[config.mk]
export PLATFORM = sky130hd
export DESIGN_NAME = wdt_timer
export DESIGN_NICKNAME = d
export VERILOG_FILES = /design/src/rtl/wdt_timer.sv
export SDC_FILE = /design/constraint.sdc
export NUM_CORES = 1
export LEC_CHECK = 0
export CORE_ASPECT_RATIO = 0.75
export CORE_MARGIN = 3
export CORE_UTILIZATION = 30
export CTS_CLUSTER_DIAMETER = 100
export DETAILED_ROUTE_END_ITERATION = 10
export PLACE_DENSITY = 0.49
export SYNTH_ARGS = -nofsm -noshare
export SYNTH_HDL_FRONTEND = slang
export SYNTH_SLANG_ARGS = --single-unit
[constraint.sdc]
create_clock -name clk -period 8.45 [get_ports clk]
set_input_delay 1.69 -clock clk [delete_from_list [all_inputs] [get_ports clk]]
set_output_delay 1.69 -clock clk [all_outputs]
set_load 0.1 [all_outputs]
[src/rtl/wdt_timer.sv]
// wdt_timer: watchdog timer with a memory-mapped register slave.
// Ports: clk/rst (async active-high); wr_en/rd_en register strobes; addr register offset
// (0x100 WDEN, 0x200 WDLIVE, 0x300 WTOCNT, 0x400 WDCNT); wdata write data; rdata/rvalid
// registered read response one cycle after rd_en; timeout level output while expired.
module wdt_timer #(
    parameter int CNT_W = 32
) (
    input  logic        clk,
    input  logic        rst,
    input  logic        wr_en,
    input  logic        rd_en,
    input  logic [11:0] addr,
    input  logic [31:0] wdata,
    output logic [31:0] rdata,
    output logic        rvalid,
    output logic        timeout
);
    typedef enum logic [1:0] {IDLE, COUNT, EXPIRED} state_t;

    localparam logic [11:0] A_WDEN   = 12'h100;
    localparam logic [11:0] A_WDLIVE = 12'h200;
    localparam logic [11:0] A_WTOCNT = 12'h300;
    localparam logic [11:0] A_WDCNT  = 12'h400;

    state_t             state_q, state_d;
    logic [CNT_W-1:0]   cnt_q, cnt_d, period_q, period_d, wtocnt_q, wtocnt_d;
    logic               en_q, en_d, timeout_q, timeout_d, rvalid_q, rvalid_d;
    logic [31:0]        rdata_q, rdata_d, rd_mux;
    logic               wr_den, kick;

    assign wr_den = wr_en && addr == A_WDEN;
    assign kick   = wr_en && addr == A_WDLIVE && wdata[0];

    always_comb begin
        state_d   = state_q;
        cnt_d     = cnt_q;
        period_d  = period_q;
        en_d      = en_q;
        timeout_d = timeout_q;
        wtocnt_d  = (wr_en && addr == A_WTOCNT) ? wdata[CNT_W-1:0] : wtocnt_q;
        if (wr_den) begin
            en_d      = wdata[0];
            timeout_d = 1'b0;
            state_d   = wdata[0] ? COUNT : IDLE;
            if (wdata[0]) begin
                cnt_d    = '0;
                period_d = wtocnt_q;
            end
        end else if (kick && state_q != IDLE) begin
            cnt_d     = '0;
            period_d  = wtocnt_q;
            timeout_d = 1'b0;
            state_d   = COUNT;
        end else if (state_q == COUNT) begin
            // Expiry compare only runs when no enable/kick claims this cycle.
            if (cnt_q == period_q) begin
                state_d   = EXPIRED;
                timeout_d = 1'b1;
            end else begin
                cnt_d = cnt_q + CNT_W'(1);
            end
        end
    end

    // Reads see pre-write register values so a same-cycle write does not leak through.
    always_comb begin
        rd_mux   = addr == A_WDEN   ? {31'b0, en_q} :
                   addr == A_WTOCNT ? 32'(wtocnt_q) :
                   addr == A_WDCNT  ? 32'(cnt_q)    : 32'b0;
        rvalid_d = rd_en;
        rdata_d  = rd_en ? rd_mux : rdata_q;
    end

    always_ff @(posedge clk or posedge rst) begin
        if (rst) begin
            state_q   <= IDLE;
            cnt_q     <= '0;
            period_q  <= '0;
            wtocnt_q  <= '0;
            en_q      <= 1'b0;
            timeout_q <= 1'b0;
            rvalid_q  <= 1'b0;
            rdata_q   <= '0;
        end else begin
            state_q   <= state_d;
            cnt_q     <= cnt_d;
            period_q  <= period_d;
            wtocnt_q  <= wtocnt_d;
            en_q      <= en_d;
            timeout_q <= timeout_d;
            rvalid_q  <= rvalid_d;
            rdata_q   <= rdata_d;
        end
    end

    assign timeout = timeout_q;
    assign rdata   = rdata_q;
    assign rvalid  = rvalid_q;
endmodule

==> flow_summary.json, run 1 <==
{
  "hp-class": "reg -> reg",
  "critPathLaunchType": "input pin",
  "dieArea_um2": 22900,
  "synth_nets": 647,
  "grt_pass1_wl_mm": 27.7,
  "viasPerCell": 5.17,
  "cts-root-buf": "clkbuf_16",
  "routed-via-count": 4918,
  "clk_pin_slew_ns": 0.06,
  "drtIter0Drc": 397,
  "cts_tree": "yes",
  "ys_types": 46,
  "power_density_nw_per_um2": 195,
  "syn_inst": 598,
  "area_growth_pct": 25.1,
  "rows": 45,
  "setup_ws_ns": 4.61,
  "worstSetupPathType": "in -> reg",
  "gp_congestion": 0.805,
  "antenna_found_initial": 0,
  "setup_violations": 0,
  "synth_edf_count": 0,
  "worstPathRequired_ns": 8.75,
  "synth_area_um2": 6340,
  "status": "finished, final reports clean",
  "gr-total-overflow": 0,
  "grt_max_degree": 75,
  "finalClockSkew_ns": 0.0111,
  "slew_violations": 0,
  "rsz0062_at_grt": "false",
  "first_pass_iters": 5,
  "hold_viol": 0,
  "max_freq_mhz": 260,
  "io_pins": 82,
  "cts.htree.levels": 4,
  "post_cts_resized": 0,
  "power_w": 0.00155,
  "ir_worst_vdd_uv": 101,
  "finalNetCount": 706,
  "clock-sinks": 132,
  "ys_seq_area_share_pct": 52.1,
  "hold_buffers": 0,
  "drc": 0,
  "die_y_um": 132,
  "numPortBuffers": 81,
  "drive_above_1_share_pct": 9.85,
  "dp_hpwl_mm": 11.1,
  "min_period_over_period_pct": 45.5,
  "core_um2": 20500,
  "cap_violations": 0,
  "die_w_um": 174,
  "final_cell_mix": "dfrtp_1 (132), clkdlybuf4s50_1 (80), nor2_1 (57)",
  "whs_ns": 0.510,
  "fillers": 2036,
  "leakagePower_nw": 3.64,
  "pre_cts_slack_ns": 4.19,
  "drt-total-wl_mm": 16.8,
  "fin_crit_ns": 3.84,
  "clk_path_buf_depth": 2,
  "avgSynthCellArea_um2": 10.6,
  "worst_slew_pin_slew_ns": 1.15,
  "antenna_cells": 0,
  "avgRoutedWirePerCell_um": 17.7,
  "finalSetupTns_ns": 0,
  "synth_ff_type": "dfrtp_1",
  "postCtsSetupBuffers": 0,
  "ys_warn_count": 0,
  "utilization_pct": 38.7,
  "initial_utilization_pct": 30.9,
  "ant_nets": 0,
  "layout_commonest_cell": "dfrtp_1",
  "cts_made_buffers": 17,
  "grt_pass1_vias": 5060,
  "clock_latency_ns": 0.42,
  "end_kind": "register",
  "crit_arrival_ns": 4.15,
  "crit_fanout": 32,
  "ys_seq_elements": 132,
  "track_usage_pct": 15.1,
  "slew_headroom_pct": 23.6,
  "async_flop_share_pct": 100
}
==> per-layer routing <==
| layer | vias up | track usage, % | wire [µm] |
|---|---|---|---|
| met5 | - | 0 | 0 |
| met4 | 0 | 4.15 | 150 |
| met3 | 12 | 4.86 | 1190 |
| met2 | 193 | 21.7 | 6940 |
| met1 | 2422 | 21.9 | 8540 |
| li1 | 2291 | - | - |
==> metrics by stage <==
stage	instance area, µm²	instances
after floorplan	6340	598
after CTS	7930	952
after global routing	7930	952
after detailed placement	7340	920
final	7930	952
after global placement	7340	920
==> synthesized netlist by cell type (all sizes together), types with 14 or more instances <==
cell | count | share of area [%]
clkbuf | 20 | 1.2
dfrtp | 132 | 52
a22oi | 31 | 3.7
nand4 | 14 | 1.4
nand3 | 22 | 1.7
a31oi | 23 | 2.3
a21oi | 33 | 2.6
mux2 | 66 | 12
inv | 23 | 1.4
xor2 | 32 | 4.4
o21ai | 19 | 1.6
nor2 | 57 | 3.4
nand2 | 26 | 1.6
buf | 29 | 2.4
==> critical path, cell delays in order <==
cell	delay [ns]
clkdlybuf4s50_1	0.40
nor4_1	0.27
nand3_1	0.22
nor2_1	0.24
and3_1	0.19
buf_4	0.36
nand2_1	0.09
buf_4	0.29
mux2_1	0.37
==> final timing paths <==
check	depth (start not counted)	from	end	slack [ns]
min in group asynchronous	2	rst	rdata[10]	1.74
min reg2reg	1	en_q	en_q	0.51
max reg2reg	7	cnt_q[7]	cnt_q[5]	5.54
min	1	en_q	en_q	0.51
max	9	addr[4]	wtocnt_q[21]	4.61
max in group asynchronous	3	rst	wtocnt_q[30]	5.22
==> flip-flops by register name, summed over array words and instances (netlist names) <==
name / cells
cnt_q: 32
en_q: 1
period_q: 32
rdata: 32
rvalid: 1
state_q: 2
wtocnt_q: 32
==> cell type report <==
type	count	area (µm²)	share of cell area, %
clock buffer	21	460	5.81
clock inverter	11	128	1.61
inverter	24	92.6	1.17
multi-input combinational	393	2730	34.4
sequential	132	3300	41.6
tap	282	353	4.45
timing repair buffer	89	866	10.9
==> logic make-up (layout without fill, tap and decap cells) <==
| family | count (synthesis) | in the layout | share of synthesized area [%] |
|---|---|---|---|
| muxes | 67 | 67 | 11.9 |
| and+or+nand+nor | 156 | 156 | 12.2 |
| DFF | 132 | 132 | 52.1 |
| buffers and inverters | 73 | 145 | 5.01 |
| AOI/OAI and AO/OA | 137 | 137 | 14.2 |
| adders and majority gates | 1 | 1 | 0.197 |
| xor gates and xnor gates | 32 | 32 | 4.42 |
==> where the power goes <==
part	internal (W)	switching (W)	total [W]	leakage [nW]
combinational	0.0000431	0.000113	0.000156	1.57
clock	0.000451	0.000289	0.000740	0.280
sequential	0.000644	0.00000637	0.000650	1.79
total	0.00114	0.000408	0.00155	3.64
(Power assumes the default switching activity.)
==> inputs of run 2 (changes only) <==
clock period = 4.01 ns   (was 8.45 ns; I/O delays follow)
==> flow_summary.json, run 2 (synthesis results as in run 1) <==
{
  "setup_violations": 0,
  "worstSetupPathType": "in -> reg",
  "finalNetCount": 709,
  "cts-root-buf": "clkbuf_16",
  "min_period_over_period_pct": 72.2,
  "grt_pass1_wl_mm": 27.5,
  "antenna_found_initial": 0,
  "cap_violations": 0,
  "p_seq_share_pct": 42.3,
  "cts_tree": "yes",
  "drtIter0Drc": 446,
  "layout.cells.non_filler": 954,
  "end_kind": "register",
  "grt_max_degree": 66,
  "drc": 0,
  "dp_hpwl_mm": 11.4,
  "clk_path_buf_depth": 2,
  "netSwitchingPower_w": 0.000816,
  "power_density_nw_per_um2": 405,
  "regArea_um2": 3300,
  "crit_arrival_ns": 3.18,
  "slew_headroom_pct": 21.5,
  "layout_commonest_cell": "dfrtp_1",
  "critPathLaunchType": "input pin",
  "leakagePower_nw": 3.67,
  "utilization_pct": 39.0,
  "p_clk_share_pct": 47.4,
  "viasPerCell": 5.10,
  "hold_viol": 0,
  "fin_crit_ns": 2.90,
  "rows": 45,
  "drive_above_1_share_pct": 10.3,
  "postCtsSetupBuffers": 0,
  "drt-total-wl_mm": 16.6,
  "clk_pin_slew_ns": 0.05,
  "clock-sinks": 132,
  "power.share.combinational_pct": 10.3,
  "core_um2": 20500,
  "die_w_um": 174,
  "placed_cells": 923,
  "numPortBuffers": 81,
  "worstPathRequired_ns": 4.29,
  "final_cell_mix": "dfrtp_1 (132), clkdlybuf4s50_1 (80), nor2_1 (57)",
  "rsz0062_at_grt": "false",
  "switching_share_pct": 25.2,
  "slew_violations": 0,
  "hp-class": "reg -> reg",
  "worst_slew_pin_slew_ns": 1.18,
  "hold_buffers": 0,
  "routed-via-count": 4867,
  "ir_worst_vdd_uv": 264,
  "p_int_w": 0.00242,
  "die_y_um": 132,
  "dieArea_um2": 22900,
  "crit_fanout": 30,
  "grt_pass1_vias": 5027,
  "fillers": 2020,
  "multi_input_area_um2": 2730,
  "antenna_cells": 0,
  "avgRoutedWirePerCell_um": 17.4,
  "initial_utilization_pct": 30.9,
  "io_pins": 82,
  "clock_latency_ns": 0.42,
  "gp_congestion": 0.807,
  "first_pass_iters": 5,
  "finalSetupTns_ns": 0,
  "max_freq_mhz": 345,
  "cts.htree.levels": 4,
  "area_growth_pct": 26.0,
  "cts_made_buffers": 17,
  "finalClockSkew_ns": 0.00876,
  "ant_nets": 0,
  "gr-total-overflow": 0,
  "status": "finished, final reports clean",
  "post_cts_resized": 0,
  "track_usage_pct": 15.0
}
## run 2: final timing paths
kind                       cells after the start        end      start  slack (ns)
min                                            1       en_q       en_q        0.50
max in group asynchronous                      3   cnt_q[1]        rst        2.38
min reg2reg                                    1       en_q       en_q        0.50
max reg2reg                                    7  cnt_q[27]  cnt_q[12]        1.18
max                                            8  cnt_q[27]    addr[4]        1.11
min in group asynchronous                      2  rdata[10]        rst        0.88
## run 2: cell type report
class / count / share of cell area [%]
Sequential cell: 132 / 41.3
Multi-Input combinational cell: 393 / 34.1
Timing Repair Buffer: 92 / 11.6
Clock buffer: 22 / 6.06
Tap cell: 282 / 4.42
Clock inverter: 9 / 1.28
Inverter: 24 / 1.17
## run 2: metrics by stage
step                hold WS [ns]  power, W  setup slack, ns  cell area (µm²)
detailed placement         0.495   0.00173            0.663             7400
global route               0.518   0.00337            0.922             7990
CTS                        0.508   0.00329             1.10             7990
floorplan                  0.471   0.00161             1.57             6340
finish                     0.502   0.00324             1.11             7990
global placement           0.497   0.00173            0.745             7400
## run 2: worst max-delay path, cell delays in order
cell             delay (ns)
clkdlybuf4s50_1        0.40
nor4_1                 0.28
nand3_1                0.22
or3b_4                 0.47
a21o_1                 0.44
buf_12                 0.30
a41oi_1                0.21
a31oi_1                0.06
## run 2: power by group through the flow
stage | clock, W | sequential, W | combinational (W)
after floorplan | 0 | 0.00156 | 0.0000514
after global placement | 0 | 0.00139 | 0.000335
after detailed placement | 0 | 0.00139 | 0.000337
after CTS | 0.00158 | 0.00137 | 0.000338
after global routing | 0.00164 | 0.00137 | 0.000353
final | 0.00154 | 0.00137 | 0.000333
## run 2: routing by layer
layer,vias up,global-route usage (%),wire length [µm]
met3,20,4.09,847
met4,0,5.04,280
met2,146,20.6,6730
met1,2410,22.5,8730
li1,2291,-,-
met5,-,0,0
==> inputs of run 3 (changes only) <==
PLACE_DENSITY = 0.5   (was 0.49)
clock period = 2.6 ns   (was 4.01 ns; I/O delays follow)
==> flow_summary.json, run 3 (synthesis results as in run 1) <==
{
  "status": "finished, final reports clean",
  "core_um2": 20500,
  "clk_path_buf_depth": 2,
  "r2r-start": "period_q[4]",
  "grt_max_degree": 60,
  "antenna_found_initial": 0,
  "worst_r2r_path_depth": 8,
  "critPathLaunchType": "register",
  "fin_crit_ns": 2.34,
  "viasPerCell": 5.11,
  "cap_violations": 0,
  "initial_utilization_pct": 30.9,
  "dp_hpwl_mm": 11.8,
  "grt_pass1_wl_mm": 27.6,
  "rows": 45,
  "grt_pass1_vias": 5043,
  "max_freq_mhz": 428,
  "gr-usage-met1_pct": 22.5,
  "power_density_nw_per_um2": 621,
  "utilization_pct": 39.9,
  "final_cell_mix": "dfrtp_1 (132), buf_4 (68), nor2_1 (57)",
  "die_y_um": 132,
  "avgRoutedWirePerCell_um": 17.1,
  "power_w": 0.00508,
  "ant_nets": 0,
  "clock_latency_ns": 0.42,
  "cts.htree.levels": 4,
  "slew_headroom_pct": 60.0,
  "globalRouteMet2Util_pct": 20.8,
  "track_usage_pct": 15.0,
  "worst_slew_pin_slew_ns": 0.594,
  "hold_viol": 0,
  "first_pass_iters": 5,
  "clk_pin_slew_ns": 0.06,
  "crit_family": "compound AO/OA/AOI/OAI gates",
  "finalNetCount": 738,
  "startpoint": "period_q[4]",
  "numPortBuffers": 81,
  "gp_congestion": 0.803,
  "worstReg2RegEnd": "cnt_q[7]",
  "dieArea_um2": 22900,
  "drt-total-wl_mm": 16.8,
  "routed-via-count": 5027,
  "gr-total-overflow": 0,
  "gr-usage-met3_pct": 3.94,
  "path_cells": "xor2_1 > nor4_1 > buf_4 > nand4_1 > o21ai_1 > o21ai_2 > buf_12 > o221ai_1",
  "clock-sinks": 132,
  "setup_violations": 0,
  "crit_fanout": 31,
  "max_stage_delay_ns": 0.42,
  "worstSetupPathType": "reg -> reg",
  "ir_worst_vdd_uv": 382,
  "worstPathRequired_ns": 2.91,
  "grt_busiest_layer": "met1",
  "leakagePower_nw": 3.87,
  "die_w_um": 174,
  "slew_violations": 0,
  "layout.cells.non_filler": 983,
  "dpl_cell_area_um2": 7570,
  "rrSetupSlack_ns": 0.26,
  "cts_made_buffers": 17,
  "cts_tree": "yes",
  "cp_slowest_cell": "nor4_1",
  "cts-root-buf": "clkbuf_16",
  "hp-class": "in -> async",
  "whs_ns": 0.366,
  "area_growth_pct": 28.9,
  "layout_commonest_cell": "dfrtp_1",
  "end_kind": "register",
  "rsz0062_at_grt": "false",
  "min_period_over_period_pct": 89.9,
  "final_cell_area_um2": 8180,
  "drc": 0,
  "placed_cells": 952,
  "antenna_cells": 0,
  "crit_arrival_ns": 2.65,
  "io_pins": 82,
  "crit_buf_inv": 2,
  "finalClockSkew_ns": 0.0109,
  "drive_above_1_share_pct": 18.5,
  "drtIter0Drc": 496
}
run 3: changes by cell type in the layout (fill, tap and decap cells not counted), sizes merged:
cell	delta
clkbuf	+1
clkinv	-2
clkdlybuf4s50	-34
bufinv	+1
buf	+63
run 3: power breakdown:
part           leakage (nW)  total (W)  internal (W)  switching [W]
Sequential             1.79    0.00211       0.00209      0.0000224
Clock                 0.279    0.00246       0.00155       0.000904
Combinational          1.80   0.000506      0.000137       0.000369
Total                  3.87    0.00508       0.00378        0.00130
run 3: timing repair:
action,4_1_cts,5_1_grt
hold buffers,0,0
gates resized for setup,0,1
setup buffers,0,0
endpoints found under the setup margin,0,7
hold endpoints to repair,0,0
run 3: per-stage QoR:
stage	setup TNS [ns]	worst slack (ns)
finish	0	0.264
detailed placement	-2.20	-0.129
global route	0	0.0899
floorplan	0	0.436
global placement	-0.908	-0.0834
CTS	0	0.201
run 3: worst max-delay path by stage:
stage               cells after the start  slack [ns]   endpoint
finish                                  8        0.26   cnt_q[7]
global route                            7        0.09   cnt_q[7]
CTS                                     7        0.20   cnt_q[7]
detailed placement                      8       -0.13  cnt_q[18]
global placement                        8       -0.08   cnt_q[7]
floorplan                               1        0.44   cnt_q[0]
run 3: worst register-to-register path, cell delays in order, from the launching register on:
cell      delay [ns]
dfrtp_1         0.38
xor2_1          0.19
nor4_1          0.42
buf_4           0.18
nand4_1         0.18
o21ai_1         0.33
o21ai_2         0.11
buf_12          0.18
o221ai_1        0.25
run 3: metal layers:
metal  vias up  part of all wire [%]
li1       2365                     -
met1      2484                    52
met2       156                    40
met3        22                   5.4
met4         0                   1.6
met5         -                     0
run 3: cell type report:
type | count | area, µm²
inverter | 24 | 93.8
multi-input combinational | 393 | 2740
fill | 2011 | 12300
clock inverter | 8 | 126
clock buffer | 23 | 468
timing repair buffer | 121 | 1100
sequential | 132 | 3300
tap | 282 | 353
